## src/rtl/tone_pkg.sv

```systemverilog
// tone_pkg: shared FSM state type and default sizing for the tone sequencer
package tone_pkg;
   typedef enum logic [1:0] {IDLE, LOAD, PLAY, FINISH} tone_state_t;
   localparam int NUM_NOTES_DEF = 8;
   localparam int DIV_W_DEF     = 16;
   localparam int DUR_W_DEF     = 8;
   localparam int TICK_DIV_DEF  = 100000;
endpackage

```

## src/rtl/tone_divider.sv

```systemverilog
// tone_divider: loadable half-period divider producing the square wave
module tone_divider #(
   parameter int DIV_W = 16
) (
   input  logic             clk,
   input  logic             reset,
   input  logic             load,
   input  logic [DIV_W-1:0] div,
   output logic             speaker
);
   logic [DIV_W-1:0] r_div;
   logic [DIV_W-1:0] r_cnt;
   logic             r_spk;
   // latch the divisor on load, then toggle every div cycles; a zero divisor is a rest
   always_ff @(posedge clk) begin
      if (reset) begin
         r_div <= '0;
         r_cnt <= '0;
         r_spk <= 1'b0;
      end else if (load) begin
         r_div <= div;
         r_cnt <= div - 1'b1;
         r_spk <= 1'b0;
      end else if (r_div == '0) begin
         r_spk <= 1'b0;
      end else if (r_cnt == '0) begin
         r_cnt <= r_div - 1'b1;
         r_spk <= ~r_spk;
      end else begin
         r_cnt <= r_cnt - 1'b1;
      end
   end
   assign speaker = r_spk;
endmodule

```

## src/rtl/tone_sequencer.sv

```systemverilog
// tone_sequencer: plays a table of (half-period, duration) notes on one pin
module tone_sequencer
   import tone_pkg::*;
#(
   parameter int NUM_NOTES = NUM_NOTES_DEF,
   parameter int DIV_W     = DIV_W_DEF,
   parameter int DUR_W     = DUR_W_DEF,
   parameter int TICK_DIV  = TICK_DIV_DEF
) (
   input  logic                         clk,
   input  logic                         reset,
   input  logic                         start,
   input  logic                         stop,
   input  logic [$clog2(NUM_NOTES):0]   seq_len,
   input  logic                         cfg_we,
   input  logic [$clog2(NUM_NOTES)-1:0] cfg_addr,
   input  logic [DIV_W-1:0]             cfg_div,
   input  logic [DUR_W-1:0]             cfg_dur,
   output logic                         speaker,
   output logic                         busy,
   output logic                         done,
   output logic [$clog2(NUM_NOTES)-1:0] note_idx
);
   localparam int IW = $clog2(NUM_NOTES);
   localparam int LW = IW + 1;
   localparam int PW = $clog2(TICK_DIV + 1);
   localparam logic [LW-1:0] MAX_LEN = LW'(NUM_NOTES);
   localparam logic [PW-1:0] PRE_TOP = PW'(TICK_DIV - 1);
   logic [DIV_W-1:0] r_tab_div [NUM_NOTES];
   logic [DUR_W-1:0] r_tab_dur [NUM_NOTES];
   tone_state_t      r_state;
   logic [IW-1:0]    r_idx;
   logic [LW-1:0]    r_len;
   logic [PW-1:0]    r_pre;
   logic [DUR_W-1:0] r_dur;
   logic             r_busy;
   logic             r_done;
   logic [DIV_W-1:0] w_div;
   logic [DUR_W-1:0] w_dur;
   logic             w_last;
   logic             w_wrap;
   logic             w_end;
   logic             w_load;
   assign w_div  = r_tab_div[r_idx];
   assign w_dur  = r_tab_dur[r_idx];
   assign w_last = {1'b0, r_idx} == r_len - 1'b1;
   assign w_wrap = r_pre == PRE_TOP;
   assign w_end  = (r_state == PLAY) && w_wrap && (r_dur == DUR_W'(1));
   // the divider is held loaded (silent, primed with the current entry) whenever no note is sounding
   assign w_load = stop || (r_state != PLAY) || w_end;
   // note table: writable at any time, never reset; reads see the pre-edge value
   always_ff @(posedge clk) begin
      if (cfg_we) begin
         r_tab_div[cfg_addr] <= cfg_div;
         r_tab_dur[cfg_addr] <= cfg_dur;
      end
   end
   // sequencing FSM with prescaler, duration counter and registered busy/done
   always_ff @(posedge clk) begin
      if (reset) begin
         r_state <= IDLE;
         r_idx   <= '0;
         r_len   <= '0;
         r_pre   <= '0;
         r_dur   <= '0;
         r_busy  <= 1'b0;
         r_done  <= 1'b0;
      end else begin
         r_done <= 1'b0;
         if (stop) begin
            r_state <= IDLE;
            r_idx   <= '0;
            r_busy  <= 1'b0;
         end else begin
            case (r_state)
               IDLE: if (start && seq_len != '0) begin
                  r_state <= LOAD;
                  r_len   <= (seq_len > MAX_LEN) ? MAX_LEN : seq_len;
                  r_idx   <= '0;
                  r_busy  <= 1'b1;
               end
               LOAD: if (w_dur != '0) begin
                  r_state <= PLAY;
                  r_dur   <= w_dur;
                  r_pre   <= '0;
               end else if (w_last) begin
                  r_state <= FINISH;
                  r_busy  <= 1'b0;
                  r_done  <= 1'b1;
               end else begin
                  r_idx <= r_idx + 1'b1;
               end
               PLAY: begin
                  r_pre <= w_wrap ? '0 : r_pre + 1'b1;
                  if (w_wrap) r_dur <= r_dur - 1'b1;
                  if (w_end && w_last) begin
                     r_state <= FINISH;
                     r_busy  <= 1'b0;
                     r_done  <= 1'b1;
                  end else if (w_end) begin
                     r_state <= LOAD;
                     r_idx   <= r_idx + 1'b1;
                  end
               end
               default: r_state <= IDLE;
            endcase
         end
      end
   end
   tone_divider #(.DIV_W(DIV_W)) u_div (
      .clk     (clk),
      .reset   (reset),
      .load    (w_load),
      .div     (w_div),
      .speaker (speaker)
   );
   assign busy     = r_busy;
   assign done     = r_done;
   assign note_idx = r_idx;
endmodule

```

## config.mk

```make
export PLATFORM = sky130hd
export DESIGN_NAME = tone_sequencer
export DESIGN_NICKNAME = d
export VERILOG_FILES = /design/src/rtl/tone_pkg.sv /design/src/rtl/tone_divider.sv /design/src/rtl/tone_sequencer.sv
export SDC_FILE = /design/constraint.sdc
export NUM_CORES = 1
export LEC_CHECK = 0
export ABC_CLOCK_PERIOD_IN_PS = 3230
export CAP_MARGIN = 10
export CORE_UTILIZATION = 55
export DETAILED_ROUTE_END_ITERATION = 8
export HOLD_SLACK_MARGIN = 0.15
export PLACE_DENSITY = 0.81
export SETUP_SLACK_MARGIN = 0.1
export SYNTH_ARGS = -nofsm -noshare
export SYNTH_HDL_FRONTEND = slang
export SYNTH_SLANG_ARGS = --single-unit
```

## constraint.sdc

```tcl
create_clock -name clk -period 3.23 [get_ports clk]
set_clock_uncertainty 0.05 [all_clocks]
set_input_delay 0.4845 -clock clk [delete_from_list [all_inputs] [get_ports clk]]
set_output_delay 0.4845 -clock clk [all_outputs]
set_load 0.01 [all_outputs]
```

Word-level counts from Yosys, hierarchy flattened

Memories as Yosys holds them, arrays and structs flattened. A register that Yosys moved wholly into a read port is not among the register bits.
Index checks and enable logic that the tools add are counted.

Reductions and logical operators: 21
Bitwise logic cells: 2
Order comparisons: 1
Mux-type cells: 37
Equal/unequal tests: 18
Add/subtract/negate cells: 7

Operators with widths:

| cell                                                | number |
|---|---|
| two-way mux 16 bit                                  | 3 |
| subtractor 16 x 1 -> 16 bit (second input constant) | 3 |
| two-way mux 17 bit                                  | 2 |
| case mux 17 bit (2 select lines)                    | 1 |
| logical NOT 16 bit                                  | 2 |
| two-way mux 3 bit                                   | 9 |
| != test 2 bit (second input constant)               | 9 |
| adder 17 x 1 -> 17 bit (second input constant)      | 1 |
| == test 17 bit (second input constant)              | 1 |
| two-way mux 8 bit                                   | 2 |
| case mux 8 bit (2 select lines)                     | 1 |
| two-way mux 2 bit                                   | 5 |
| two-way mux 1 bit                                   | 9 |
| case mux 3 bit (3 select lines)                     | 1 |
| AND reduction 3 bit                                 | 3 |
| == test 8 x 1 -> 1 bit (second input constant)      | 1 |
| nonzero test 8 bit                                  | 1 |
| subtractor 8 x 1 -> 8 bit (second input constant)   | 1 |
| case mux 2 bit (3 select lines)                     | 1 |
| AND reduction 6 bit                                 | 1 |
| AND reduction 5 bit                                 | 1 |
| == test 3 x 4 -> 1 bit                              | 1 |
| > comparator 4 bit (second input constant)          | 1 |
| logical AND 1 bit                                   | 4 |
| 19 further kinds                                    | 22 |

Register bits: 69
Input bits: 36
Memories kept: 2
Word-level logic and storage cells: 98
Output and inout bits: 6
RAM bits: 192

Memories:

| memory    | words | bits a word | read ports | clocked after Yosys merged registers in | write ports | line                 | text |
|---|---|---|---|---|---|---|---|
| r_tab_div | 8     | 16          | 1          | 1                                       | 1           | tone_sequencer.sv:29 | `logic [DIV_W-1:0] r_tab_div [NUM_NOTES];` |
| r_tab_dur | 8     | 8           | 1          | 1                                       | 1           | tone_sequencer.sv:30 | `logic [DUR_W-1:0] r_tab_dur [NUM_NOTES];` |

Depth between registers and ports, before layout

Gate-level depths: netlist of the first run.

Depth in word-level cells: 8
Depth in mapped cells: 16
Gate-level depth less buffers: 12

Hierarchy

From an unflattened synthesis of the first run, not the netlist that was laid out.

Cell total of the unflattened synthesis: 835
Area total of the unflattened synthesis: 11731.3 µm²

Modules (own cells, without submodules):

| module         | times used | cells an instance | area an instance (µm²) | sequential area each (µm²) |
|---|---|---|---|---|
| tone_sequencer | 1          | 598               | 9769.4                 | 6546.3 |
| tone_divider   | 1          | 237               | 1961.9                 | 660.6 |

Least setup slack after synthesis of the first run

OpenSTA, ideal clock, no wires.

Path kind: flip-flop to flip-flop
Start: reg r_pre[0]
End: reg u_div.r_cnt[14]
Setup slack: 0.153 ns
Path buffers: 3
Data required time: 3.101 ns
Library setup time: 0.079 ns
Stages on the path, launching flop included: 16
Clock period less this slack: 3.077 ns
Arrival: 2.947 ns
Cells stage by stage: dfxtp_1 > ha_1 > and4_1 > and4_1 > a31oi_1 > buf_4 > buf_2 > buf_2 > a211oi_1 > a21o_1 > ha_1 > inv_1 > a2111oi_4 > nand4_1 > xor2_1 > a211oi_2

Word-level cells in the longest chain between the ends: 5
Elaborated cells between the ends (all ways): 6
Those cells by class: 2 x eq/ne; 1 x mux; 3 x reduce/logical

RTL lines:

| element                                                                       | line                 | text |
|---|---|---|
| start: declaration                                                            | tone_sequencer.sv:34 | `logic [PW-1:0] r_pre;` |
| start signal: assignment                                                      | tone_sequencer.sv:94 | `r_pre <= w_wrap ? '0 : r_pre + 1'b1;` |
| == test 17 bit (*)                                                            | tone_sequencer.sv:47 | `assign w_wrap = r_pre == PRE_TOP;` |
| logical AND 1 bit (*) (2 in series)                                           | tone_sequencer.sv:48 | `assign w_end = (r_state == PLAY) && w_wrap && (r_dur == DUR_W'(1));` |
| logical OR 1 bit (*)                                                          | tone_sequencer.sv:50 | `assign w_load = stop \|\| (r_state != PLAY) \|\| w_end;` |
| != test 2 x 1 -> 1 bit (no source line) or two-way mux 16 bit (tied branches) | n/a                  |  |
| end signal: assignment                                                        | tone_divider.sv:22   | `r_cnt <= div - 1'b1;` |
| end signal: assignment                                                        | tone_divider.sv:27   | `r_cnt <= r_div - 1'b1;` |
| end signal: assignment                                                        | tone_divider.sv:30   | `r_cnt <= r_cnt - 1'b1;` |
| end: declaration                                                              | tone_divider.sv:12   | `logic [DIV_W-1:0] r_cnt;` |

Mark *: on every way between the ends. The rest lies on a longest branch, timed or not.
A chain may end at the register's enable or synchronous reset.

Worst setup path in the final report of the first run

Start: reg r_dur[3]
End: reg u_div.r_cnt[14]

Word-level cells in the longest chain between the ends: 4
Elaborated cells between the ends (all ways): 5
Those cells by class: 2 x eq/ne; 1 x mux; 2 x reduce/logical

RTL lines:

| element                                                                       | line                 | text |
|---|---|---|
| start: declaration                                                            | tone_sequencer.sv:35 | `logic [DUR_W-1:0] r_dur;` |
| start signal: assignment                                                      | tone_sequencer.sv:84 | `r_dur <= w_dur;` |
| start signal: assignment                                                      | tone_sequencer.sv:95 | `if (w_wrap) r_dur <= r_dur - 1'b1;` |
| == test 8 x 1 -> 1 bit (*)                                                    | tone_sequencer.sv:48 |  |
| logical AND 1 bit (*)                                                         | tone_sequencer.sv:48 |  |
| logical OR 1 bit (*)                                                          | tone_sequencer.sv:50 |  |
| != test 2 x 1 -> 1 bit (no source line) or two-way mux 16 bit (tied branches) | n/a                  |  |

Marks and branches as above.

==> results of run 1 <==
-- routing by layer --
layer	global-route usage	wire length, um	share of wire	vias up
li1	-	-	-	3232
met1	0.301	9930	0.42	3531
met2	0.374	11600	0.49	232
met3	0.0386	1360	0.058	54
met4	0.0868	631	0.027	0
met5	0	0	0	-
-- cells by family after synthesis --
group,share of synthesized area
adder cells (fa/ha/maj),0.0121
AND/OR/NAND/NOR,0.111
AO/OA/AOI/OAI,0.0772
XOR/XNOR,0.0162
buffers and inverters,0.0251
multiplexers,0.123
flip-flops,0.635
-- through the flow --
stage / hold slack [ns] / area [um^2]
final: 0.443 / 13200
after floorplan: 0.404 / 11300
after detailed placement: 0.427 / 12200
after global routing: 0.450 / 13200
after global placement: 0.422 / 12200
after CTS: 0.435 / 13100
-- worst max-delay path, stage by stage, from the launching register on --
cell and delay, ns:
dfxtp_2 0.34, or3_4 0.41, nor4_4 0.35, a31oi_4 0.15, a211oi_2 0.28, a21o_1 0.14, ha_1 0.14, inv_1 0.08
a2111oi_4 0.41, nand4_1 0.16, xor2_1 0.18, a211oi_2 0.21
-- cell usage in the layout, fill, tap and decap left out, drive strengths merged, types with 12 or more instances in the layout --
cell	netlist	final
nor4	16	16
buf	22	37
clkbuf	17	30
inv	17	18
nand2b	12	12
nand3	22	22
edfxtp	192	192
clkdlybuf4s50	0	40
nor2	78	78
nor3	22	22
o21ai	20	20
nand2	43	43
a21oi	50	50
mux4	48	48
dfxtp	72	72
mux2i	19	19
a211oi	26	26
-- state kept, by name, indices dropped and copies added (netlist names), named ones only --
signal,flops
r_tab_div,128
r_tab_dur,64
r_pre,17
u_div.r_cnt,16
u_div.r_div,16
r_dur,8
r_len,4
note_idx,3
r_state,2
busy,1
done,1
u_div.speaker,1
-- layout make-up --
type / count / area share
clock buffer: 30 / 0.0521
clock inverter: 17 / 0.0150
inverter: 17 / 0.00484
multi-input combinational: 481 / 0.299
sequential: 264 / 0.548
tap: 270 / 0.0256
timing repair buffer: 77 / 0.0560
-- power breakdown --
| group | switching, mW | internal, mW | total [mW] |
|---|---|---|---|
| combinational | 0.218 | 0.166 | 0.385 |
| clock | 1.24 | 1.85 | 3.09 |
| sequential | 0.0552 | 3.75 | 3.80 |
| total | 1.52 | 5.76 | 7.28 |
-- how the worst max path moves through the flow --
stage / from / to / cells past startpoint
floorplan: r_pre[0]$_SDFFE_PP0P_ / u_div.r_cnt[14]$_SDFFE_PP0P_ / 15
global placement: stop / u_div.r_cnt[14]$_SDFFE_PP0P_ / 10
detailed placement: stop / u_div.r_cnt[15]$_SDFFE_PP0P_ / 10
CTS: flip-flop / u_div.r_cnt[14]$_SDFFE_PP0P_ / 10
global route: r_dur[3]$_SDFFE_PP0P_ / u_div.r_cnt[14]$_SDFFE_PP0P_ / 11
finish: r_dur[3]$_SDFFE_PP0P_ / u_div.r_cnt[14]$_SDFFE_PP0P_ / 11
-- what timing repair did --
item | CTS | global route
buffers inserted | 0 | 4
hold buffers | 0 | 0
gates resized for setup | 0 | 17
setup endpoints to repair | 0 | 31
==> reports/metrics.yaml, run 1 <==
cts:
  tritoncts: "built"
  ctsLongestPathBuffers: 3
  clock_tree.root_cell: "clkbuf_16"
  ctsHtreeMaxLevel: 1
  cts_inserted_buffers: 26
  clkSlewWorstSetupHoldPaths_ns: 0.06
  cts.sink_count: 264
  worst_skew_pair.late_latency_ns: 0.52
routing:
  detailedRoute.firstPassIterationCount: 5
  post-route-drc-count: 0
  vias: 7049
  antenna_violating_nets_post_route: 0
  drtIter0Drc: 525
  drt_wl_total_um: 23500
  route.detailed.wl_per_inst_um: 20.3
  post_drt_via_cell_ratio: 6.10
worst_hold_path:
  hold_path_class: "flip-flop to flip-flop"
  hold_path_end: "r_len[1]$_SDFFE_PP0P_"
  min-delay-start: "r_len[1]$_SDFFE_PP0P_"
  whs_path_depth: 2
logic_synthesis:
  synth_top_cells_by_area: "edfxtp_1, dfxtp_1, mux4_2, nor2_1, a21oi_1"
  synth-async-reset-ratio: 0
  synthesized_netlist_cell_count: 801
  seq_area_frac_synth: 0.635
  yosysTopAreaCell: "edfxtp_1"
  synth_area_per_cell_um2: 14.2
  post_synthesis_instance_area_um2: 11300
  synth_top_area_frac: 0.508
  synth_seq_cells: 264
  synth_ff_type: "edfxtp_1"
  synth_edf_count: 192
  post-synth-top-count-cell: "edfxtp_1"
  synth_nets: 848
  yosysWarningCount: 0
  synth.lib_cells_used.distinct: 69
  ys_top_cells_by_count: "edfxtp_1, nor2_1, dfxtp_1"
worst_setup_path:
  crit_arrival_ns: 3.37
  critical_path.endpoint_type: "flip-flop"
  reg2reg_slack_ns: 0.24
  reg2regPathDepth: 11
  worstSetupPathType: "flip-flop to flip-flop"
  timing.rr.start: "r_dur[3]$_SDFFE_PP0P_"
  critPathRequiredTime_ns: 3.61
  worst-path-max-fanout: 5
  regToRegEndpoint: "u_div.r_cnt[14]$_SDFFE_PP0P_"
  timing.critical_path.from_type: "flip-flop"
timing:
  setup_ws_ns: 0.236
  rsz0062_at_grt: "true"
  period_share: 0.927
  hold_viol: 0
  final_setup_vio_count: 0
  max_slew_violation_count: 0
  finalWorstPathRequiredPeriod_ns: 2.99
  maxSlewHeadroom: 0.250
  tns_ns: 0
  tightest_slew_ns: 1.12
  timing.fmax_ghz: 0.334
job:
  maxCapViolations: 0
place:
  place.port_buffers: 41
  dp_cells: 1105
  gp_congestion: 0.835
  dp_hpwl_um: 14200
  post-place-ws_ns: 0.119
cells_and_area:
  layout.filler_cells: 1380
  layout.cells.non_filler: 1156
  layout.nets: 914
  antenna_cells_inserted: 0
  multi_input_comb_area_um2: 3940
  seqCellArea_um2: 7220
  final_layout_size_suffix_gt1_frac: 0.200
  finalCoreUtilization: 0.651
  synthToLayoutAreaGrowth_pct: 16.2
grt:
  grt_max_degree: 55
  grt_remaining_overflow: 0
  grt_pass1_wl_um: 37400
  vias_in_the_first_global_route: 7035
  grt_use_total: 0.226
  antenna_violations_before_repair: 0
die:
  die_footprint_um2: 21200
  core_area_um2: 20200
  fp-row-count: 52
  start_util: 0.561
  boundaryPins: 42
  floorplan.die.width_um: 146
  chipHeight_um: 146
pwr:
  worst_ir_drop_vdd_mv: 0.427
  leakagePower_nw: 4.31
  power_per_cell_area_nw_per_um2: 552
  totalPowerFinal_mw: 7.28
run_status:
  run_status: "completed"
(Power assumes the default switching activity.)
==> run 2: changes to the inputs <==
--- a/config.mk
+++ b/config.mk
@@ -8,6 +8,7 @@
 export ABC_CLOCK_PERIOD_IN_PS = 3230
 export CAP_MARGIN = 10
 export CORE_UTILIZATION = 55
+export CTS_CLUSTER_SIZE = 28
 export DETAILED_ROUTE_END_ITERATION = 8
 export HOLD_SLACK_MARGIN = 0.15
 export PLACE_DENSITY = 0.81
==> results of run 2 <==
The final DEF is identical to that of run 1; final timing and power are the same.
